File: src/rtl/dqn_pkg.sv
// Shared DQN definitions: action encoding, grid-world constants and Q8.8 rewards.
package dqn_pkg;

  localparam int unsigned N_STATE = 9;
  localparam int unsigned N_ACT   = 4;
  localparam int unsigned ST_W    = 4;

  typedef enum logic [1:0] {
    ACT_UP    = 2'd0,
    ACT_RIGHT = 2'd1,
    ACT_DOWN  = 2'd2,
    ACT_LEFT  = 2'd3
  } act_e;

  localparam logic [15:0] R_GOAL_Q88 = 16'h0100;  // +1.0
  localparam logic [15:0] R_HOLE_Q88 = 16'hFF00;  // -1.0
  localparam logic [15:0] R_STEP_Q88 = 16'hFFF0;  // -0.0625
  localparam logic [15:0] R_WALL_Q88 = 16'hFFC0;  // -0.25

  typedef enum logic [2:0] {
    EP_INIT,
    WAIT_ACT,
    MOVE,
    RESP,
    COMMIT
  } env_state_e;

endpackage

File: src/rtl/gridworld_move.sv
// Combinational move resolver: splits the state into row/col, applies the action,
// and flags moves that would leave the grid.
module gridworld_move
  import dqn_pkg::*;
#(
  parameter int unsigned GRID_W = 3,
  parameter int unsigned GRID_H = 3
) (
  input  logic [ST_W-1:0] st,
  input  logic [1:0]      act,
  output logic [ST_W-1:0] cand_st,
  output logic            wall_hit
);

  int unsigned row;
  int unsigned col;
  int unsigned cand;

  // Resolve the candidate cell from the row/col split of the current state
  always_comb begin
    row      = 32'(st) / GRID_W;
    col      = 32'(st) % GRID_W;
    wall_hit = 1'b0;
    cand     = 32'(st);
    case (act)
      ACT_UP:    if (row == 0)          wall_hit = 1'b1; else cand = 32'(st) - GRID_W;
      ACT_RIGHT: if (col == GRID_W - 1) wall_hit = 1'b1; else cand = 32'(st) + 1;
      ACT_DOWN:  if (row == GRID_H - 1) wall_hit = 1'b1; else cand = 32'(st) + GRID_W;
      ACT_LEFT:  if (col == 0)          wall_hit = 1'b1; else cand = 32'(st) - 1;
      default:   wall_hit = 1'b0;
    endcase
    cand_st = wall_hit ? st : ST_W'(cand);
  end

endmodule

File: src/rtl/gridworld_env.sv
// Grid-world environment responder: accepts an action, returns next state,
// reward and done, and tracks per-episode step and completed-episode counters.
module gridworld_env
  import dqn_pkg::*;
#(
  parameter int unsigned GRID_W    = 3,
  parameter int unsigned GRID_H    = 3,
  parameter int unsigned START_ST  = 0,
  parameter int unsigned GOAL_ST   = 8,
  parameter int unsigned HOLE_ST   = 4,
  parameter int unsigned MAX_STEPS = 32,
  parameter int unsigned RW        = 16,
  parameter logic [RW-1:0] R_GOAL  = RW'(R_GOAL_Q88),
  parameter logic [RW-1:0] R_HOLE  = RW'(R_HOLE_Q88),
  parameter logic [RW-1:0] R_STEP  = RW'(R_STEP_Q88),
  parameter logic [RW-1:0] R_WALL  = RW'(R_WALL_Q88)
) (
  input  logic               clk,
  input  logic               rst,
  input  logic [1:0]         act,
  input  logic               act_valid,
  output logic               act_ready,
  output logic [ST_W-1:0]    st,
  output logic [N_STATE-1:0] st_onehot,
  output logic [ST_W-1:0]    st1,
  output logic [RW-1:0]      reward,
  output logic               done,
  output logic               obs_valid,
  input  logic               obs_ready,
  output logic               ep_start,
  output logic [7:0]         step,
  output logic [15:0]        episode
);

  env_state_e        state_q;
  logic [1:0]        act_q;
  logic [ST_W-1:0]   st_q, st1_q;
  logic [RW-1:0]     reward_q;
  logic              done_q, act_ready_q, obs_valid_q, ep_start_q;
  logic [7:0]        step_q;
  logic [15:0]       episode_q;

  logic [ST_W-1:0]   cand_st;
  logic              wall_hit;
  logic [ST_W-1:0]   st1_d;
  logic [RW-1:0]     reward_d;
  logic              done_d;

  gridworld_move #(
    .GRID_W (GRID_W),
    .GRID_H (GRID_H)
  ) u_move (
    .st       (st_q),
    .act      (act_q),
    .cand_st  (cand_st),
    .wall_hit (wall_hit)
  );

  // Observation to be latched in MOVE; truncation keeps the move/wall reward
  always_comb begin
    st1_d    = cand_st;
    reward_d = R_STEP;
    if (wall_hit)                          reward_d = R_WALL;
    else if (cand_st == ST_W'(GOAL_ST))    reward_d = R_GOAL;
    else if (cand_st == ST_W'(HOLE_ST))    reward_d = R_HOLE;
    done_d = (st1_d == ST_W'(GOAL_ST)) || (st1_d == ST_W'(HOLE_ST)) ||
             (step_q + 8'd1 == 8'(MAX_STEPS));
  end

  // Episode FSM with registered handshake outputs and counters
  always_ff @(posedge clk or negedge rst) begin
    if (!rst) begin
      state_q     <= EP_INIT;
      act_q       <= '0;
      st_q        <= ST_W'(START_ST);
      st1_q       <= '0;
      reward_q    <= '0;
      done_q      <= 1'b0;
      act_ready_q <= 1'b0;
      obs_valid_q <= 1'b0;
      ep_start_q  <= 1'b0;
      step_q      <= '0;
      episode_q   <= '0;
    end else begin
      ep_start_q <= 1'b0;
      unique case (state_q)
        EP_INIT: begin
          st_q        <= ST_W'(START_ST);
          step_q      <= '0;
          ep_start_q  <= 1'b1;
          act_ready_q <= 1'b1;
          state_q     <= WAIT_ACT;
        end
        WAIT_ACT: begin
          if (act_valid && act_ready_q) begin
            act_q       <= act;
            act_ready_q <= 1'b0;
            state_q     <= MOVE;
          end
        end
        MOVE: begin
          st1_q       <= st1_d;
          reward_q    <= reward_d;
          done_q      <= done_d;
          obs_valid_q <= 1'b1;
          state_q     <= RESP;
        end
        RESP: begin
          if (obs_ready) begin
            obs_valid_q <= 1'b0;
            state_q     <= COMMIT;
          end
        end
        COMMIT: begin
          st_q   <= st1_q;
          step_q <= step_q + 8'd1;
          if (done_q) begin
            episode_q <= episode_q + 16'd1;
            state_q   <= EP_INIT;
          end else begin
            act_ready_q <= 1'b1;
            state_q     <= WAIT_ACT;
          end
        end
        default: state_q <= EP_INIT;
      endcase
    end
  end

  assign act_ready = act_ready_q;
  assign st        = st_q;
  assign st_onehot = N_STATE'(1) << st_q;
  assign st1       = st1_q;
  assign reward    = reward_q;
  assign done      = done_q;
  assign obs_valid = obs_valid_q;
  assign ep_start  = ep_start_q;
  assign step      = step_q;
  assign episode   = episode_q;

endmodule

File: config.mk
export PLATFORM = sky130hd
export DESIGN_NAME = gridworld_env
export DESIGN_NICKNAME = d
export VERILOG_FILES = /design/src/rtl/dqn_pkg.sv /design/src/rtl/gridworld_move.sv /design/src/rtl/gridworld_env.sv
export SDC_FILE = /design/constraint.sdc
export NUM_CORES = 1
export LEC_CHECK = 0
export CORE_ASPECT_RATIO = 1.75
export CORE_MARGIN = 5
export CORE_UTILIZATION = 25
export DETAILED_ROUTE_END_ITERATION = 8
export HOLD_SLACK_MARGIN = 0.02
export SLEW_MARGIN = 5
export SYNTH_ARGS = -nofsm -noshare
export SYNTH_HDL_FRONTEND = slang
export SYNTH_HIERARCHICAL = 1
export SYNTH_SLANG_ARGS = --single-unit
File: constraint.sdc
create_clock -name clk -period 13.2 [get_ports clk]
set_input_delay 3.96 -clock clk [delete_from_list [all_inputs] [get_ports clk]]
set_output_delay 3.96 -clock clk [all_outputs]
set_load 0.01 [all_outputs]
# After elaboration in Yosys (flattened, before gate mapping)
# Index checks and enable logic that the tools add are counted.
[totals]
input_bits = 6
word_cells = 76
output_inout_bits = 61
regBits = 57
[op_classes]
muxes = 26
n_div = 2
eq_ne = 15
shift = 1
addsub = 6
reduce_logical = 15
[ops]
columns = ["operator", "count"]
rows = [
  ["$eq 32x2->1 const B", 2],
  ["$logic_not 32->1", 2],
  ["$div 4x2->32 const B", 1],
  ["$mod 4x2->32 const B", 1],
  ["$mux 16", 2],
  ["$mux 4", 5],
  ["$add 16x1->16 const B", 1],
  ["$pmux 4 s4", 1],
  ["$pmux 8 s2", 1],
  ["$pmux 3 s5", 1],
  ["$mux 1", 9],
  ["$shl 1x4->9 const A", 1],
  ["$add 8x1->8 const B", 1],
  ["$eq 8x6->1 const B", 1],
  ["$mux 8", 1],
  ["$pmux 4 s2", 1],
  ["$reduce_and 2->1", 4],
  ["$eq 3x2->1 const B", 2],
  ["$mux 3", 2],
  ["$ne 2x2->1 const B", 3],
  ["$add 4x1->4 const B", 1],
  ["$add 4x2->4 const B", 1],
  ["$eq 2x2->1 const B", 2],
  ["$eq 4x3->1 const B", 1],
  ["other kinds (16)", 18],
]

# Logic depth before layout (Yosys ltp)
[logic_depth]
depth_word = 9
ltp_mapped = 24
ltp_nobuf = 20

# By module
# The synthesis kept the hierarchy.
[modules_own_cells]
columns = ["module", "cells_each", "seq_area_each_um2", "area_per_inst_um2", "instances"]
rows = [
  ["gridworld_env", 221, 1126.1, 2219.6, 1],
  ["gridworld_move", 164, 0.0, 1139.8, 1],
]

# Worst setup path after synthesis
# No wires, ideal clock.
[synth_path]
path_type = "reg2out"
from = "register st_q[0] (netlist: st[0])"
to = "output port st_onehot[1]"
arrival_ns = 1.135
stages_incl_launch_ff = 3
t_required_ns = 9.240
n_path_buf = 0
slack_ns = 8.105
path_cell_list = "dfrtp_1 -> nand2b_1 -> nor3_1"
[synth_via]
elab_chain_len = 1
[synth_lines]
columns = ["element", "line_no", "text"]
rows = [
  ["start: declaration", "gridworld_env.sv:37", "logic [ST_W-1:0] st_q, st1_q;"],
  ["start signal: assignment", "gridworld_env.sv:75", "st_q <= ST_W'(START_ST);"],
  ["start signal: assignment", "gridworld_env.sv:88", "st_q <= ST_W'(START_ST);"],
  ["start signal: assignment", "gridworld_env.sv:115", "st_q <= st1_q;"],
  ["$shl 1x4->9", "gridworld_env.sv:132", "assign st_onehot = N_STATE'(1) << st_q;"],
  ["end: declaration", "gridworld_env.sv:24", "output logic [N_STATE-1:0] st_onehot,"],
]
# Every way passes these cells.

# Worst setup path in the final report
[layout_path]
from = "register st_q[2] (netlist: st[2])"
to = "output port st_onehot[4]"
# The elaborated chain is that of the path after synthesis.

==> metrics <==
layout cell share with drive strength beyond 1=8.67%; Layout Nets=442; area leader, netlist=dfrtp_1; TritonCTS buffer count=5; Final Cycle Share=46.6%; Worst Setup EP=st_onehot[4]; Synthesis Warnings=6; routed wire length=9.42 mm; via count=2975; Chip Width=97.6 microns; Antenna Nets Post-Route=0; Least-Margin Pin Slew=1.01 ns; largest net degree at the start of global routing=46; ys flop type=dfrtp_1; total gr overflow=0; status=completed; initial antenna violation count=0; vias in the first global route=3142; post-DR vias/cell=4.95; post-synthesis cell count=385; Reg2Reg Setup Slack=7.49 ns; initial core utilization=25.2%; Ports=67; post-DP HPWL=7.29 mm; gr usage total=12.0%; clock tree from TritonCTS=yes; Cell variety after synth=76; critical path's largest stage delay=0.99 ns; sequential area share after synthesis=33.5%; clk sinks=45; Post-Syn Area=3360 sq um; routability cong.=1.01; Resized Gates After CTS=0; DIE HEIGHT=163 microns; Post-CTS Setup Bufs=0; critical path's slowest cell=dfrtp_1; clk buf depth=2; pwr dens=168 nW/um^2; worst path cell trace=nand2b_1 -> nor3_1 -> clkdlybuf4s50_1; dpl cells=593; Leakage=1.59 nW; CP Capture Type=output port; min cycle time layout=6.15 ns; MaxCap Viol Count=0; worst skew pair latency=0.28 ns; # setup viols final=0; Synth top area share=33.5%; initial drt markers=94; power consumption=0.699 mW; Worst R2R Start=st[2]; clk slew on worst S/H paths=0.06 ns; HP Class=flop to flop; WL/cell=15.7 microns; CP Class=flop to output port; asr flop ratio synth=100%; first-pass GRT wire length=15.6 mm; Mean Syn Cell Area=8.73 sq um; Max Slew Vio Count=0; startpoint class of the critical path=flop; crit path launch=st[2]; Port Buffers=62; top cells by area, synth=dfrtp_1 34%, xnor2_1 5.2%, nand2_1 4.7%; maximum vdd ir drop=0.0000814 V; CP delay by family, top=flip-flops; Critical path buffers and inverters=1; R2R depth=19; critical path arrival=2.19 ns; hold buffer count at cts=0; Antenna Diode Count=0; Rel. slew slack=33.0%; RSZ-0062 raised after global routing=false; number of flops mapped to enable cells by yosys=0; Req. time, crit path=9.24 ns; Setup Skew=0.00346 ns; Non-Filler Instances=601; H-tree depth=2; Syn-to-layout area delta=23.6%; clk root buf=clkbuf_16; CP max FO=28; WHS=0.467 ns; row count=56; Yosys reg bits=45; full die area=15900 sq um; core area=13300 sq um; RR Endpoint=done; First-pass DRT Iterations=4; CP Depth=3; DRC errors left=0; Finished Core Util=31.2%; Final Hold Vio Count=0; Fmax=163 MHz; total negative setup slack=0 ns
-- worst min-delay path by stage --
stage	from	to	slack [ns]	cells after the start
2_1_floorplan	act_q[1]	act_q[1]	0.48	1
3_5_place_dp	reward[8]	reward[8]	0.46	1
3_3_place_gp	reward[8]	reward[8]	0.46	1
6_report	reward[8]	reward[8]	0.47	1
5_1_grt	reward[8]	reward[8]	0.49	1
4_1_cts	reward[8]	reward[8]	0.48	1
-- stage by stage --
step	setup WS (ns)	cell area, sq um
2_1_floorplan	8.10	3370
3_3_place_gp	7.41	4020
3_5_place_dp	7.34	4020
4_1_cts	7.03	4150
5_1_grt	6.81	4150
6_report	7.05	4150
-- state kept, by name (all words and copies together) (netlist names) --
register,count
episode,16
ep_start,1
act_q,2
reward,4
act_ready,1
done,1
st,4
obs_valid,1
step,8
state_q,3
st1,4
-- layout make-up --
type	count	area, sq um
clock inverter	2	10.0
clock buffer	6	129
sequential	45	1130
timing repair buffer	62	616
multi-input combinational	296	2000
tap	174	218
inverter	16	60.1
fill	1438	9160
-- worst reg2reg max path: stages (launching register included) --
cell,delay [ns]
dfrtp_1,0.99
inv_1,0.31
nor2_1,0.27
ha_1,0.37
and2b_1,0.25
o21ai_2,0.14
xnor2_1,0.35
inv_1,0.09
ha_1,0.30
a221oi_4,0.39
a31oi_1,0.20
a31oi_4,0.36
xnor2_2,0.18
nor4_1,0.08
a2111oi_0,0.38
o31a_1,0.25
xnor2_1,0.13
nor3_1,0.08
mux2_2,0.28
a31o_2,0.21
-- report_power, final --
group	total, mW	switching (mW)	internal, mW
combinational	0.357	0.182	0.175
clock	0.119	0.0495	0.0695
sequential	0.224	0.0595	0.164
total	0.699	0.291	0.409
-- routing by layer --
metal  track usage [%]  vias up  wire, microns
met1              11.9     1429           3480
met5                 0        -              0
met2              23.3       83           5180
met3              2.56       19            475
li1                  -     1444              -
met4              5.61        0            289
-- Yosys cell counts (2+ instances only) --
master     n
dfrtp_1   45
nor3_1    20
a22oi_1    3
mux2i_1    3
ha_1      10
nor3b_1    2
buf_2      5
o32ai_1    2
mux2_2     9
and2_1     3
nand3_1    9
o21a_1     3
o211ai_1   3
a31oi_1    4
and4_1     2
nor2_1    31
buf_6      3
a21o_1     3
xnor2_1   20
or3_1      7
a211o_1    2
o31a_1     2
and3_1     8
clkbuf_1   9
o31ai_1    4
nand2_1   42
a221oi_1   2
nor4b_1    2
nand3b_1   2
nor4_1     4
nand4_1    6
a21oi_1   16
buf_4     13
o21ai_0   20
inv_1     15
nand2b_1   9
a221oi_4   2
or2_2      2
-- layout by cell type, fill, tap and decap left out, drive strengths merged, types with 5 or more instances in the layout --
master,Yosys,layout
xnor2,21,21
dfrtp,45,45
a221oi,5,5
nor2,31,31
nor4,5,5
or3,7,7
and3,8,8
nand2b,11,11
clkbuf,9,6
a21oi,16,16
a31oi,5,5
mux2,9,9
nand3,9,9
inv,15,15
ha,10,10
o21ai,21,21
nand4,6,6
nand2,42,42
nor3,20,20
clkdlybuf4s50,0,61
-- logic make-up (layout without fill, tap and decap cells) --
kind of cell | after synthesis | count (layout) | synth area share [%]
DFF | 45 | 45 | 33.5
AOI/OAI and AO/OA | 88 | 88 | 20.3
xor gates and xnor gates | 22 | 22 | 5.96
buffers and inverters | 47 | 86 | 7.56
and+or+nand+nor | 160 | 160 | 25.0
adders and majority gates | 10 | 10 | 3.72
other | 1 | 4 | 0.112
muxes | 12 | 12 | 3.91
(Power assumes the default switching activity.)
